<file path="src/rtl/conway_cell_seq.sv">
// conway_cell_seq
// One Game-of-Life cell. The eight neighbour states are read over four
// cycles through two external 4:1 muxes (neighbours 0-3 on mux_lo,
// neighbours 4-7 on mux_hi) that share this cell's select output. The
// live total is accumulated, and then the B3/S23 rule is applied to the
// cell's own state register.
//
// Sequence for one generation (enabled edges only):
//   E0     step taken in IDLE            -> COUNT, idx=0
//   E1..E4 sample with select 0..3       -> acc += lo + hi
//   E5     APPLY                         -> alive, neighbor_count, done
// alive changes only at E5. Every cell that shares a step therefore
// samples the old generation for the whole count.
module conway_cell_seq #(
   parameter logic INIT_STATE = 1'b0
) (
   input  logic       clk,
   input  logic       rst_n,
   input  logic       ena,
   input  logic       step,
   input  logic       load,
   input  logic       load_value,
   input  logic       mux_lo,
   input  logic       mux_hi,
   output logic [1:0] mux_select,
   output logic       alive,
   output logic [3:0] neighbor_count,
   output logic       busy,
   output logic       done
);

   typedef enum logic [1:0] {
      S_IDLE  = 2'd0,
      S_COUNT = 2'd1,
      S_APPLY = 2'd2
   } state_t;

   state_t     r_state;
   state_t     w_next;
   logic [1:0] r_idx;
   logic [3:0] r_acc;
   logic       r_alive;
   logic [3:0] r_ncount;
   logic       r_done;

   logic [3:0] w_sum;
   logic       w_rule;
   logic       w_last;

   // At most 8 live neighbours, so a 4-bit accumulator cannot overflow.
   assign w_sum  = r_acc + {3'b000, mux_lo} + {3'b000, mux_hi};
   // B3/S23: birth on exactly 3, survival on 2 or 3.
   assign w_rule = (r_acc == 4'd3) | (r_alive & (r_acc == 4'd2));
   assign w_last = (r_idx == 2'd3);

   // FSM state register; ena low freezes the sequence where it stands
   always_ff @(posedge clk or negedge rst_n) begin
      if (!rst_n)
         r_state <= S_IDLE;
      else if (ena)
         r_state <= w_next;
   end

   // Next-state logic: load always returns to IDLE (abort when busy)
   always_comb begin
      w_next = r_state;
      case (r_state)
         S_IDLE:  if (!load && step) w_next = S_COUNT;
         S_COUNT: begin
            if (load)        w_next = S_IDLE;
            else if (w_last) w_next = S_APPLY;
         end
         S_APPLY: w_next = S_IDLE;
         default: w_next = S_IDLE;
      endcase
   end

   // Output decode from the state register
   always_comb begin
      busy = (r_state == S_COUNT) || (r_state == S_APPLY);
   end

   // Select index and accumulator. The index wraps from 3 to 0 on the
   // last sample, so the select is already 0 during APPLY.
   always_ff @(posedge clk or negedge rst_n) begin
      if (!rst_n) begin
         r_idx <= 2'd0;
         r_acc <= 4'd0;
      end else if (ena) begin
         case (r_state)
            S_IDLE: begin
               if (!load && step) begin
                  r_idx <= 2'd0;
                  r_acc <= 4'd0;
               end
            end
            S_COUNT: begin
               if (load) begin
                  r_idx <= 2'd0;
                  r_acc <= 4'd0;
               end else begin
                  r_idx <= r_idx + 2'd1;
                  r_acc <= w_sum;
               end
            end
            S_APPLY: begin
               if (load) begin
                  r_idx <= 2'd0;
                  r_acc <= 4'd0;
               end
            end
            default: begin
               r_idx <= 2'd0;
               r_acc <= 4'd0;
            end
         endcase
      end
   end

   // Cell state. A load is taken in any state and overrides the rule.
   always_ff @(posedge clk or negedge rst_n) begin
      if (!rst_n)
         r_alive <= INIT_STATE;
      else if (ena) begin
         if (load)
            r_alive <= load_value;
         else if (r_state == S_APPLY)
            r_alive <= w_rule;
      end
   end

   // Published count and the done pulse. An aborted APPLY publishes
   // nothing and raises no done.
   always_ff @(posedge clk or negedge rst_n) begin
      if (!rst_n) begin
         r_ncount <= 4'd0;
         r_done   <= 1'b0;
      end else if (ena) begin
         r_done <= 1'b0;
         if (r_state == S_APPLY && !load) begin
            r_ncount <= r_acc;
            r_done   <= 1'b1;
         end
      end
   end

   assign mux_select     = r_idx;
   assign alive          = r_alive;
   assign neighbor_count = r_ncount;
   assign done           = r_done;

endmodule

</file>
<file path="config.mk">
export PLATFORM = sky130hd
export DESIGN_NAME = conway_cell_seq
export DESIGN_NICKNAME = d
export VERILOG_FILES = /design/src/rtl/conway_cell_seq.sv
export SDC_FILE = /design/constraint.sdc
export NUM_CORES = 1
export LEC_CHECK = 0
export BUFFER_PORTS_ARGS = -buffer_cell sky130_fd_sc_hd__buf_2
export CAP_MARGIN = 20
export CORE_AREA = 2 2 41 43
export DETAILED_ROUTE_END_ITERATION = 16
export DIE_AREA = 0 0 43 45
export GPL_TIMING_DRIVEN = 0
export PLACE_DENSITY = 0.75
export SYNTH_ARGS = -nofsm -noshare
export SYNTH_HDL_FRONTEND = slang
export SYNTH_SLANG_ARGS = --single-unit
export TNS_END_PERCENT = 5
</file>
<file path="constraint.sdc">
create_clock -name clk -period 3 [get_ports clk]
set_input_delay 0.15 -clock clk [delete_from_list [all_inputs] [get_ports clk]]
set_output_delay 0.15 -clock clk [all_outputs]
set_load 0.02 [all_outputs]
</file>
After elaboration in Yosys (flattened, before gate mapping)
Cells that the tools add are included.
{"block": "word_totals", "ff_bits": 14, "in_bits": 8, "out_inout_bits": 9, "word_cells": 44}
{"block": "classes", "n_addsub": 3, "n_eq_ne": 8, "n_mux": 15, "bitwise": 2, "reduce_logical": 10}
{"op": "2-bit two-way mux", "n": 6}
{"op": "4-bit two-way mux", "n": 3}
{"op": "4-bit case mux with 3 select lines", "n": 1}
{"op": "4-bit by 1-bit adder with 4-bit output", "n": 2}
{"op": "4-bit by 2-bit == test with 1-bit output (second input constant)", "n": 2}
{"op": "2-bit case mux with 3 select lines", "n": 1}
{"op": "3-bit AND reduction", "n": 2}
{"op": "2-bit == test (second input constant)", "n": 2}
{"op": "2-bit != test (second input constant)", "n": 2}
{"op": "2-bit case mux with 2 select lines", "n": 1}
{"op": "2-bit AND reduction", "n": 2}
{"op": "1-bit two-way mux", "n": 3}
{"op": "3-bit != test (second input constant)", "n": 1}
{"op": "2-bit by 1-bit adder with 2-bit output (second input constant)", "n": 1}
{"op": "2-bit by 1-bit == test with 1-bit output (second input constant)", "n": 1}
{"op": "1-bit logical AND", "n": 2}
{"op": "2-bit zero test", "n": 1}
{"op": "2-bit nonzero test", "n": 1}
{"op": "1-bit AND", "n": 1}
{"op": "1-bit zero test", "n": 1}
{"op": "1-bit logical OR", "n": 1}
{"op": "1-bit bitwise OR", "n": 1}

Depth between registers and ports, before layout
{"block": "depth", "ltp_word": 5, "ltp_mapped": 7, "mapped_depth_nobuf": 7}

Least setup slack after synthesis
Ideal clock, no wire load.
{"block": "synth_timing", "path_kind": "reg2reg", "from": "reg r_state[0]", "to": "reg r_acc[3]", "setup_ps": 104, "arrival_time_ps": 1425, "t_required_ps": 2896, "slack_ps": 1471, "path_stages_with_launch": 7, "n_path_buf": 1, "period_less_slack_ps": 1529, "cell_sequence": "dfrtp_1 inv_1 ha_1 a221o_1 buf_6 nand2b_4 o41ai_2"}
{"block": "synth_via", "elab_chain_len": 3, "elab_cells_between_ends": 7, "cone_classes": "eq/ne (4); mux (1); reduce/logical (2)"}
{"item": "from (decl)", "line_no": "38", "rtl": "state_t r_state;"}
{"item": "from (signal assigned)", "line_no": "61", "rtl": "r_state <= w_next;"}
{"item": "2-bit == test / 2-bit zero test (equally long branches)", "line_no": "90", "rtl": "case (r_state)"}
{"item": "2-bit != test (no line)"}
{"item": "3-bit AND reduction (no line)"}
{"item": "to (signal assigned)", "line_no": "103", "rtl": "r_acc <= w_sum;"}
{"item": "to (decl)", "line_no": "41", "rtl": "logic [3:0] r_acc;"}
Several ways; a longest one is shown, not always the timed one.
A chain may end at the register's enable or synchronous reset.

Worst setup path after layout
{"block": "layout_timing", "from": "reg r_state[1]", "to": "reg r_acc[3]"}
The elaborated chain is that of the path after synthesis.

==> results.py <==
metrics = {
    "sta": {
        "max_freq_mhz": 604.8,
        "fin_crit_sh_pct": 55.11,
        "setup_viol": 0,
        "tightest_slew_ps": 308.9,
        "fin_crit_ps": 1653,
        "max_slew_margin_pct": 79.41,
        "finalMaxSlewViolations": 0,
        "hold_viol": 0,
        "timing.setup.tns_ps": 0,
        "fin_worst_skew_ps": 3.093,
        "rsz0062_at_grt": "false",
    },
    "pwr": {
        "leakage_nw": 0.4642,
        "clkPwrFrac_pct": 19.8,
        "p_comb_share_pct": 33.8,
        "ir_drop_mv": 0.4705,
        "sw_frac_of_total_pct": 35.60,
        "power_density_nw_per_um2": 585.7,
        "pwr-share-seq_pct": 46.4,
        "p_sw_w": 0.0001834,
        "total_power_w": 0.0005152,
        "internal-power_w": 0.0003318,
    },
    "die": {
        "die_w_um": 43,
        "die-area_um2": 1935,
        "rows": 14,
        "io_pins": 17,
        "die_h_um": 45,
        "initial_core_util_pct": 50.77,
        "core_um2": 1471,
    },
    "route": {
        "drcViolationCount": 0,
        "drtIter0Drc": 11,
        "drtPass1Iterations": 4,
        "ant_nets": 0,
        "wl_mm": 1.320,
        "vias_per_cell": 5.454,
        "num_vias": 589,
        "wl_per_cell_um": 12.22,
    },
    "critical_path": {
        "r2r-start": "r_state[1]$_DFFE_PN0P_",
        "r2r_cells": 6,
        "critPathCaptureType": "flop",
        "cp.arrival_ps": 1830,
        "crit_path_start_kind": "flop",
        "worstPathRequired_ps": 3180,
        "ff2ff_setup_slack_ps": 1350,
        "crit_fanout": 10,
        "path_class": "reg2reg",
        "r2r-end": "r_acc[3]$_DFFE_PN0P_",
    },
    "global_routing": {
        "grt.overflow.total": 0,
        "grt_pass1_wl_mm": 2.497,
        "grt.total_usage_pct": 17.45,
        "grt_pass1_vias": 587,
        "antenna_found_initial": 0,
        "grt_max_degree": 15,
    },
    "finish": {
        "final_area_um2": 879.6,
        "final_cell_mix": "16 x buf_2, 14 x dfrtp_1, 11 x o21ai_0, 8 x inv_1, 8 x nand2_1",
        "fin_nets": 108,
        "diodes": 0,
        "layout_commonest_cell": "buf_2",
        "layout-drive-gt1-share_pct": 29.35,
        "final_cells": 108,
        "area_growth_pct": 17.76,
        "utilization_pct": 59.78,
    },
    "min_path": {
        "whs_endpoint": "done$_DFFE_PN0P_",
        "min_from": "ena",
        "min_path_cells": 2,
        "hold_path_class": "in2reg",
    },
    "place": {
        "dp_hpwl_um": 993.7,
        "dpl_cell_area_um2": 847.1,
        "placed_cells": 104,
        "port_buffers": 16,
        "gp_congestion": 0.7466,
    },
    "clocking": {
        "cts_tree": "built",
        "postCtsResizedCells": 0,
        "clk_latency_ps": 270,
        "clkTransAtPathRegs_ps": 80,
        "cts_root_buffer": "clkbuf_4",
        "cts_buffer_depth": 2,
        "numCtsBuffers": 3,
        "cts.sinks": 14,
        "cts_max_level": 1,
    },
    "logic_synthesis": {
        "synth.avg_cell_area_um2": 10.37,
        "synthArstFlopShare_pct": 100.0,
        "synth_edf_count": 0,
        "ys_types": 22,
        "synth_seq_area_share_pct": 46.90,
        "synth.net_count": 86,
        "yosys_warnings": 0,
        "syn_area_um2": 747.0,
        "synthFlopType": "dfrtp_1",
        "ys_ff_latch": 14,
        "syn-instance-count": 72,
    },
    "job": {
        "maxCapViolCount": 0,
    },
    "outcome": {
        "status": "complete, no violations",
    },
}
-- per-stage QoR --
stage	hold WS [ps]	setup WS [ps]
after detailed placement	65.65	1360
after floorplan	-145.6	1471
after global routing	140.9	1250
after CTS	114.2	1343
after global placement	66.02	1401
final	116.7	1347
-- registers in the layout, indices dropped and copies added, names as in the netlist --
signal / count
alive: 1
done: 1
neighbor_count: 4
r_state: 2
mux_select: 2
r_acc: 4
-- power groups by stage --
stage	registers [W]	logic (W)	clock network, W
3_5_place_dp	0.000243	0.000175	0
4_1_cts	0.000239	0.000177	0.000105
3_3_place_gp	0.000241	0.000169	0
6_report	0.000239	0.000174	0.000102
2_1_floorplan	0.000253	0.000114	0
5_1_grt	0.000243	0.000202	0.000115
-- cell usage after synthesis (all sizes together) (3+ instances only) --
master / instances / share of area [%]
a21oi: 4 / 2.7
dfrtp: 14 / 47
ha: 5 / 8.4
inv: 9 / 4.5
mux2: 3 / 4.5
nand2: 8 / 4.0
nand2b: 4 / 5.4
nor2: 3 / 1.5
o21ai: 11 / 7.4
-- per-layer routing --
metal / vias up / GRT usage, % / wire (um) / part of all wire, %
met1: 277 / 21.34 / 604 / 46
met3: 4 / 6.000 / 71 / 5.4
li1: 292 / - / - / -
met4: 0 / 7.879 / 21 / 1.6
met2: 16 / 28.18 / 623 / 47
met5: - / 0 / 0 / 0
-- cell type report --
class                      count  area [um2]
tap                           16       20.02
sequential                    14       350.3
inverter                       9       33.78
multi-input combinational     48       351.6
timing repair buffer          17       90.09
buffer                         1       11.26
fill                         143       591.8
clock buffer                   3       22.52
-- cell families after synthesis --
group | count (synthesis) | share of synthesized area [%]
multiplexers | 3 | 4.522
buffers and inverters | 10 | 6.030
AO/OA/AOI/OAI | 22 | 18.93
AND/OR/NAND/NOR | 17 | 12.56
flip-flops | 14 | 46.90
adder cells (fa/ha/maj) | 6 | 11.06
-- worst max-delay path, stage by stage (launching register included) --
cell and delay, ps:
dfrtp_1 400, inv_1 80, ha_1 210, a221o_1 310, buf_6 140, nand2b_4 140, o41ai_2 280
-- worst max path at each step --
stage	to	slack, ps	cells after the start	startpoint
floorplan	r_acc[3]$_DFFE_PN0P_	1470	6	r_state[0]$_DFFE_PN0P_
global placement	r_acc[3]$_DFFE_PN0P_	1400	6	r_state[0]$_DFFE_PN0P_
detailed placement	r_acc[3]$_DFFE_PN0P_	1360	6	r_state[0]$_DFFE_PN0P_
CTS	r_acc[3]$_DFFE_PN0P_	1340	6	r_state[0]$_DFFE_PN0P_
global route	r_acc[3]$_DFFE_PN0P_	1250	6	r_state[1]$_DFFE_PN0P_
finish	r_acc[3]$_DFFE_PN0P_	1350	6	r_state[1]$_DFFE_PN0P_
-- what timing repair did --
action	in CTS	in global routing
setup endpoints to repair	0	0
endpoints found under the hold margin	14	0
setup buffers	0	0
hold buffers	1	0
Note: power is estimated with default switching activity, not from simulation.
